==> config.mk <==
export PLATFORM = sky130hd
export DESIGN_NAME = spi_master_flat
export DESIGN_NICKNAME = d
export VERILOG_FILES = /design/src/rtl/spi_master_if.sv /design/src/rtl/spi_master.sv /design/src/flat_wrapper.sv
export SDC_FILE = /design/constraint.sdc
export NUM_CORES = 1
export LEC_CHECK = 0
export BUFFER_PORTS_ARGS = -buffer_cell sky130_fd_sc_hd__buf_2
export CAP_MARGIN = 0
export CELL_PAD_IN_SITES_DETAIL_PLACEMENT = 1
export CELL_PAD_IN_SITES_GLOBAL_PLACEMENT = 2
export CORE_ASPECT_RATIO = 2
export CORE_MARGIN = 2
export CORE_UTILIZATION = 39
export CTS_BUF_LIST = sky130_fd_sc_hd__clkbuf_8
export CTS_CLUSTER_DIAMETER = 80
export DETAILED_ROUTE_END_ITERATION = 7
export GPL_ROUTABILITY_DRIVEN = 0
export PLACE_DENSITY_LB_ADDON = 0.3
export SYNTH_ARGS = -nofsm -noshare
export SYNTH_HDL_FRONTEND = slang
export SYNTH_SLANG_ARGS = --single-unit
==> constraint.sdc <==
create_clock -name CLK_100MHz -period 2.35 [get_ports CLK_100MHz]
set_clock_uncertainty 0.05 [all_clocks]
set_input_delay 0.47 -clock CLK_100MHz [delete_from_list [all_inputs] [get_ports CLK_100MHz]]
set_output_delay 0.47 -clock CLK_100MHz [all_outputs]
set_load 0.02 [all_outputs]
==> src/rtl/spi_master_if.sv <==
// SPI master bus bundle: CPU-side request/response signals plus the serial pins.
interface spi_master_if #(
    parameter int DATA_WIDTH = 8,
    parameter int NUM_CS     = 1
);
    localparam int CS_W = (NUM_CS > 1) ? $clog2(NUM_CS) : 1;

    logic                  LOAD;
    logic [DATA_WIDTH-1:0] IN;
    logic [1:0]            MODE;
    logic [CS_W-1:0]       CS_SEL;
    logic                  HOLD;
    logic                  BUSY;
    logic                  DONE;
    logic [DATA_WIDTH-1:0] OUT;
    logic                  SCK;
    logic                  SDI;
    logic                  SDO;
    logic [NUM_CS-1:0]     CSX;

    modport master (
        input  LOAD, IN, MODE, CS_SEL, HOLD, SDO,
        output BUSY, DONE, OUT, SCK, SDI, CSX
    );

    modport slave (
        output LOAD, IN, MODE, CS_SEL, HOLD, SDO,
        input  BUSY, DONE, OUT, SCK, SDI, CSX
    );
endinterface

==> src/rtl/spi_master.sv <==
// Parametrised full-duplex SPI master: configurable word width, runtime
// CPOL/CPHA, several active-low chip selects and chip-select hold between
// words of a burst. Every output comes straight from a register.
module spi_master #(
    parameter int CLK_FREQ   = 100000000,
    parameter int SPI_FREQ   = 1000000,
    parameter int DATA_WIDTH = 8,
    parameter int NUM_CS     = 1
) (
    input  logic         CLK_100MHz,
    input  logic         RST_N,
    spi_master_if.master bus
);
    localparam int HALF  = CLK_FREQ / (2 * SPI_FREQ);
    localparam int CNT_W = (HALF > 1) ? $clog2(HALF) : 1;
    localparam int E_W   = $clog2(2 * DATA_WIDTH);
    localparam int CS_W  = (NUM_CS > 1) ? $clog2(NUM_CS) : 1;

    localparam logic [CNT_W-1:0] CNT_LAST = CNT_W'(HALF - 1);
    localparam logic [E_W-1:0]   E_LAST   = E_W'(2 * DATA_WIDTH - 1);

    typedef enum logic [2:0] {
        ST_IDLE = 3'd0,
        ST_LEAD = 3'd1,
        ST_XFER = 3'd2,
        ST_TAIL = 3'd3,
        ST_HELD = 3'd4
    } state_t;

    state_t                state_q;
    logic [CNT_W-1:0]      cnt_q;
    logic [E_W-1:0]        e_q;
    logic [DATA_WIDTH-1:0] tx_q;
    logic [DATA_WIDTH-1:0] rx_q;
    logic                  cpha_q;
    logic                  hold_q;
    logic                  sck_q;
    logic                  sdi_q;
    logic [NUM_CS-1:0]     csx_q;
    logic                  busy_q;
    logic                  done_q;
    logic [DATA_WIDTH-1:0] out_q;
    logic                  tick_s;

    // One-hot active-low select; an out-of-range index drives no line low.
    function automatic logic [NUM_CS-1:0] cs_decode(input logic [CS_W-1:0] sel);
        logic [NUM_CS-1:0] v;
        v = {NUM_CS{1'b1}};
        for (int i = 0; i < NUM_CS; i++) begin
            if (sel == CS_W'(i)) begin
                v[i] = 1'b0;
            end else begin
                v[i] = 1'b1;
            end
        end
        return v;
    endfunction

    // Shift a received bit in at the LSB, MSB-first word order.
    function automatic logic [DATA_WIDTH-1:0] shift_in(input logic [DATA_WIDTH-1:0] r,
                                                       input logic                  b);
        logic [DATA_WIDTH-1:0] v;
        v    = r << 1;
        v[0] = b;
        return v;
    endfunction

    // Half-period strobe from the divider counter.
    always_comb begin
        tick_s = (cnt_q == CNT_LAST);
    end

    // Transfer sequencer: divider, edge counter, shift registers and pins.
    always_ff @(posedge CLK_100MHz or negedge RST_N) begin
        if (!RST_N) begin
            state_q <= ST_IDLE;
            cnt_q   <= '0;
            e_q     <= '0;
            tx_q    <= '0;
            rx_q    <= '0;
            cpha_q  <= 1'b0;
            hold_q  <= 1'b0;
            sck_q   <= 1'b0;
            sdi_q   <= 1'b0;
            csx_q   <= {NUM_CS{1'b1}};
            busy_q  <= 1'b0;
            done_q  <= 1'b0;
            out_q   <= '0;
        end else begin
            done_q <= 1'b0;
            case (state_q)
                ST_IDLE, ST_HELD: begin
                    cnt_q <= '0;
                    if (bus.LOAD) begin
                        cpha_q  <= bus.MODE[0];
                        hold_q  <= bus.HOLD;
                        sck_q   <= bus.MODE[1];
                        busy_q  <= 1'b1;
                        state_q <= ST_LEAD;
                        // A held burst keeps the select chosen by its first word.
                        if (state_q == ST_IDLE) begin
                            csx_q <= cs_decode(bus.CS_SEL);
                        end else begin
                            csx_q <= csx_q;
                        end
                        // CPHA=0 presents the MSB before the first edge.
                        if (!bus.MODE[0]) begin
                            sdi_q <= bus.IN[DATA_WIDTH-1];
                            tx_q  <= bus.IN << 1;
                        end else begin
                            tx_q  <= bus.IN;
                        end
                    end else begin
                        state_q <= state_q;
                    end
                end
                ST_LEAD: begin
                    if (tick_s) begin
                        cnt_q   <= '0;
                        e_q     <= '0;
                        state_q <= ST_XFER;
                    end else begin
                        cnt_q <= cnt_q + CNT_W'(1);
                    end
                end
                ST_XFER: begin
                    if (tick_s) begin
                        cnt_q <= '0;
                        sck_q <= ~sck_q;
                        if (!e_q[0]) begin
                            // Leading edge.
                            if (cpha_q) begin
                                sdi_q <= tx_q[DATA_WIDTH-1];
                                tx_q  <= tx_q << 1;
                            end else begin
                                rx_q <= shift_in(rx_q, bus.SDO);
                            end
                        end else begin
                            // Trailing edge; CPHA=0 has nothing left to drive after the last.
                            if (cpha_q) begin
                                rx_q <= shift_in(rx_q, bus.SDO);
                            end else if (e_q != E_LAST) begin
                                sdi_q <= tx_q[DATA_WIDTH-1];
                                tx_q  <= tx_q << 1;
                            end else begin
                                tx_q <= tx_q;
                            end
                        end
                        if (e_q == E_LAST) begin
                            e_q     <= '0;
                            state_q <= ST_TAIL;
                        end else begin
                            e_q <= e_q + E_W'(1);
                        end
                    end else begin
                        cnt_q <= cnt_q + CNT_W'(1);
                    end
                end
                ST_TAIL: begin
                    if (tick_s) begin
                        cnt_q  <= '0;
                        done_q <= 1'b1;
                        out_q  <= rx_q;
                        busy_q <= 1'b0;
                        if (hold_q) begin
                            state_q <= ST_HELD;
                        end else begin
                            csx_q   <= {NUM_CS{1'b1}};
                            state_q <= ST_IDLE;
                        end
                    end else begin
                        cnt_q <= cnt_q + CNT_W'(1);
                    end
                end
                default: begin
                    state_q <= ST_IDLE;
                    cnt_q   <= '0;
                    csx_q   <= {NUM_CS{1'b1}};
                    busy_q  <= 1'b0;
                end
            endcase
        end
    end

    assign bus.BUSY = busy_q;
    assign bus.DONE = done_q;
    assign bus.OUT  = out_q;
    assign bus.SCK  = sck_q;
    assign bus.SDI  = sdi_q;
    assign bus.CSX  = csx_q;

endmodule
==> src/flat_wrapper.sv <==
// flat-port wrapper written by rule: the top's interface ports become plain ports
module spi_master_flat 
#(
    parameter int CLK_FREQ   = 100000000,
    parameter int SPI_FREQ   = 1000000,
    parameter int DATA_WIDTH = 8,
    parameter int NUM_CS     = 1
)
  (CLK_100MHz, RST_N, bus_LOAD, bus_IN, bus_MODE, bus_CS_SEL, bus_HOLD, bus_SDO, bus_BUSY, bus_DONE, bus_OUT, bus_SCK, bus_SDI, bus_CSX);
  spi_master_if #(.DATA_WIDTH(DATA_WIDTH), .NUM_CS(NUM_CS)) bus_i ();
  input  logic CLK_100MHz;
  input  logic RST_N;
  input wire logic [$bits(bus_i.LOAD)-1:0] bus_LOAD;
  input wire logic [$bits(bus_i.IN)-1:0] bus_IN;
  input wire logic [$bits(bus_i.MODE)-1:0] bus_MODE;
  input wire logic [$bits(bus_i.CS_SEL)-1:0] bus_CS_SEL;
  input wire logic [$bits(bus_i.HOLD)-1:0] bus_HOLD;
  input wire logic [$bits(bus_i.SDO)-1:0] bus_SDO;
  output wire logic [$bits(bus_i.BUSY)-1:0] bus_BUSY;
  output wire logic [$bits(bus_i.DONE)-1:0] bus_DONE;
  output wire logic [$bits(bus_i.OUT)-1:0] bus_OUT;
  output wire logic [$bits(bus_i.SCK)-1:0] bus_SCK;
  output wire logic [$bits(bus_i.SDI)-1:0] bus_SDI;
  output wire logic [$bits(bus_i.CSX)-1:0] bus_CSX;
  assign bus_i.LOAD = bus_LOAD;
  assign bus_i.IN = bus_IN;
  assign bus_i.MODE = bus_MODE;
  assign bus_i.CS_SEL = bus_CS_SEL;
  assign bus_i.HOLD = bus_HOLD;
  assign bus_i.SDO = bus_SDO;
  assign bus_BUSY = bus_i.BUSY;
  assign bus_DONE = bus_i.DONE;
  assign bus_OUT = bus_i.OUT;
  assign bus_SCK = bus_i.SCK;
  assign bus_SDI = bus_i.SDI;
  assign bus_CSX = bus_i.CSX;
  spi_master #(.CLK_FREQ(CLK_FREQ), .SPI_FREQ(SPI_FREQ), .DATA_WIDTH(DATA_WIDTH), .NUM_CS(NUM_CS)) u_core (.CLK_100MHz(CLK_100MHz), .RST_N(RST_N), .bus(bus_i));
endmodule
==> summary.txt <==
Fin. Hold Viols - 0
startpoint types - flip-flop
CORE AREA - 5420 um2
Synth-to-Final Area Change - 15.2%
Comb pwr share - 0.222
Max H-tree Level - 2
total routed wirelength - 4820 um
vias in the first global route - 1,623
first-pass GRT wire length - 8210 um
Detail Route Antenna Nets - 0
normalized max-slew margin - 0.619
Mapped Area - 2170 um2
wire per inst - 17.3 um
TritonCTS clock tree - done
hold_buf cts - 0
area occupied by multi-input gates - 1010 um2
Remaining DRCs - 0
number of enable flip-flop cells after synthesis - 0
CP Launch Point - u_core.cnt_q[1]
FF-to-FF setup slack - 0.18 ns
min-delay worst type - primary input to asynchronous set/reset pin
post-layout util - 0.462
Psw - 660 uW
#FFs+latches synth - 44
leakage power - 0.00120 uW
top cells by count, synth - 43 x dfrtp_1, 15 x nand2_1, 15 x nor2_1
post-layout net count - 236
setup TNS - 0 ns
worst vdd ir - 686 uV
crit-path max FO - 8
clk_lat worst skew - 0.31 ns
pin count of the biggest net entering global routing - 45
most frequent cell after synthesis - dfrtp_1
CP cell instances - inv_1 -> ha_1 -> nand4bb_1 -> or4_1 -> mux2_4
post-synthesis sequential area ratio - 0.507
clock share of power - 0.282
crit path DAT - 2.31 ns
slowest CP cell - or4_1
Root Buffer - clkbuf_8
CTS resizes - 0
family with the most delay on the worst path - simple AND/OR/NAND/NOR gates
most area-hungry cell type in the Yosys netlist - dfrtp_1
total number of vias - 1,534
syn nets - 204
Highest Clock Rate - 462 MHz
RSZ-0062 raised after global routing - false
Synth top area share - 0.495
reg2reg path depth - 5
Internal - 1520 uW
Clock transition at path regs - 0.08 ns
initial antenna violation count - 0
WP data required - 2.50 ns
# diodes - 0
CTS sink cnt - 44
drt initial violations - 31
die area - 6230 um2
port buffer count - 28
reg2reg start - u_core.cnt_q[1]
# fillers - 617
final setup fails - 0
IO Pins - 29
WP buf/inv - 1
initial cell density of the core - 0.401
max-slew violations - 0
Post-Syn Area per Cell - 11.8 um2
Crit Path Category - flip-flop to flip-flop
post-synthesis cell count - 185
Switching Fraction - 0.303
global route overflow - 0
CP peak stage delay - 0.83 ns
CTS max path bufs - 2
Total GRT Usage - 0.174
Synth Flop Type - dfrtp_1
post-DP HPWL - 3680 um
Syn. warnings - 0
Std-Cell Rows - 38
critical path depth - 5
Crit. End Element - flip-flop
max_cap viols - 0
Netlist cell types - 47
Die Y - 110 um
Synth async-reset ratio - 1.00
final worst-path cycle share - 0.921
Flop pwr share - 0.495
share of cells above drive strength 1 - 0.339
top area cells in the synthesized netlist - dfrtp_1 49%, mux2_2 7.2%, mux2_4 5.5%
Reg area - 1100 um2
CTS Buf Count - 5
shortest period the worst path allows - 2.17 ns
Die W - 56.8 um
drt pass-1 iters - 4
pwr dens - 869 nW/um2
drt via density - 5.52
outcome - finished, final reports clean
post-CTS setup buffers - 0
Slew @ Worst Pin - 0.572 ns
power by group through the flow:
| stage | sequential (uW) | combinational [uW] | clock (uW) |
|---|---|---|---|
| finish | 1080 | 484 | 614 |
| detailed placement | 1100 | 491 | 0 |
| global placement | 1080 | 467 | 0 |
| CTS | 1080 | 494 | 636 |
| global route | 1110 | 549 | 659 |
| floorplan | 1070 | 341 | 0 |
cell families (layout without fill, tap and decap cells):
| group | after synthesis | in the layout | share of synthesized area |
|---|---|---|---|
| compound gates | 29 | 29 | 0.0955 |
| xor+xnor | 6 | 6 | 0.0242 |
| fa+ha+maj | 3 | 3 | 0.0173 |
| buf+inv | 12 | 45 | 0.0288 |
| flops | 44 | 44 | 0.507 |
| mux | 33 | 33 | 0.180 |
| simple gates | 58 | 58 | 0.148 |
state kept, by name, indices dropped and copies added, names as in the netlist:
signal and count:
u_core.bus.BUSY 1, u_core.tx_q 8, u_core.hold_q 1, u_core.bus.OUT 8, u_core.cpha_q 1, u_core.bus.SCK 1, u_core.state_q 3, u_core.bus.SDI 1
u_core.rx_q 8, u_core.bus.DONE 1, u_core.cnt_q 6, u_core.e_q 4, u_core.bus.CSX 1
worst paths after layout:
kind | to
setup / recovery | u_core.rx_q[5]
hold reg to reg | u_core.bus.OUT[7]
max in group asynchronous | u_core.tx_q[6]
hold / removal | u_core.tx_q[0]
setup reg to reg | u_core.rx_q[5]
min in group CLK_100MHz | u_core.hold_q
layer usage:
| layer | routed length (um) | track usage | up-vias |
|---|---|---|---|
| met4 | 86 | 0.0698 | 0 |
| met1 | 1740 | 0.184 | 790 |
| met5 | 0 | 0 | - |
| li1 | - | - | 720 |
| met3 | 150 | 0.0353 | 5 |
| met2 | 2850 | 0.328 | 19 |
stage by stage:
stage                     hold WS (ns)  setup WS, ns  cell area [um2]  total power, uW  cells
final                            0.182         0.185             2500             2180    278
after global routing             0.227         0.115             2500             2320    278
after CTS                        0.201         0.180             2500             2210    278
after detailed placement         0.427         0.189             2380             1590    270
after global placement           0.422         0.249             2380             1550    270
after floorplan                  0.124         0.513             2170             1410    185
layout by cell type, fill, tap and decap left out, types with 3 or more instances in the layout:
cell	synthesis	routed
dfrtp_1	43	43
buf_2	2	28
nor2_1	15	15
nand2_1	15	15
mux2_2	14	14
o21ai_0	12	12
mux2i_1	9	9
mux2_4	8	8
clkbuf_8	0	6
buf_4	0	6
nand3_1	5	5
xor2_1	3	3
xnor2_1	3	3
inv_1	3	3
nor2b_1	3	3
o31ai_1	3	3
ha_1	3	3
cell type report:
class | instances | area share
clock buffers | 6 | 0.0330
clock inverters | 2 | 0.0155
inverters | 3 | 0.00450
multi-input cells | 129 | 0.403
flip-flops and latches | 44 | 0.440
well taps | 60 | 0.0300
repair buffers | 34 | 0.0739
Note: power is estimated with default switching activity, not from simulation.
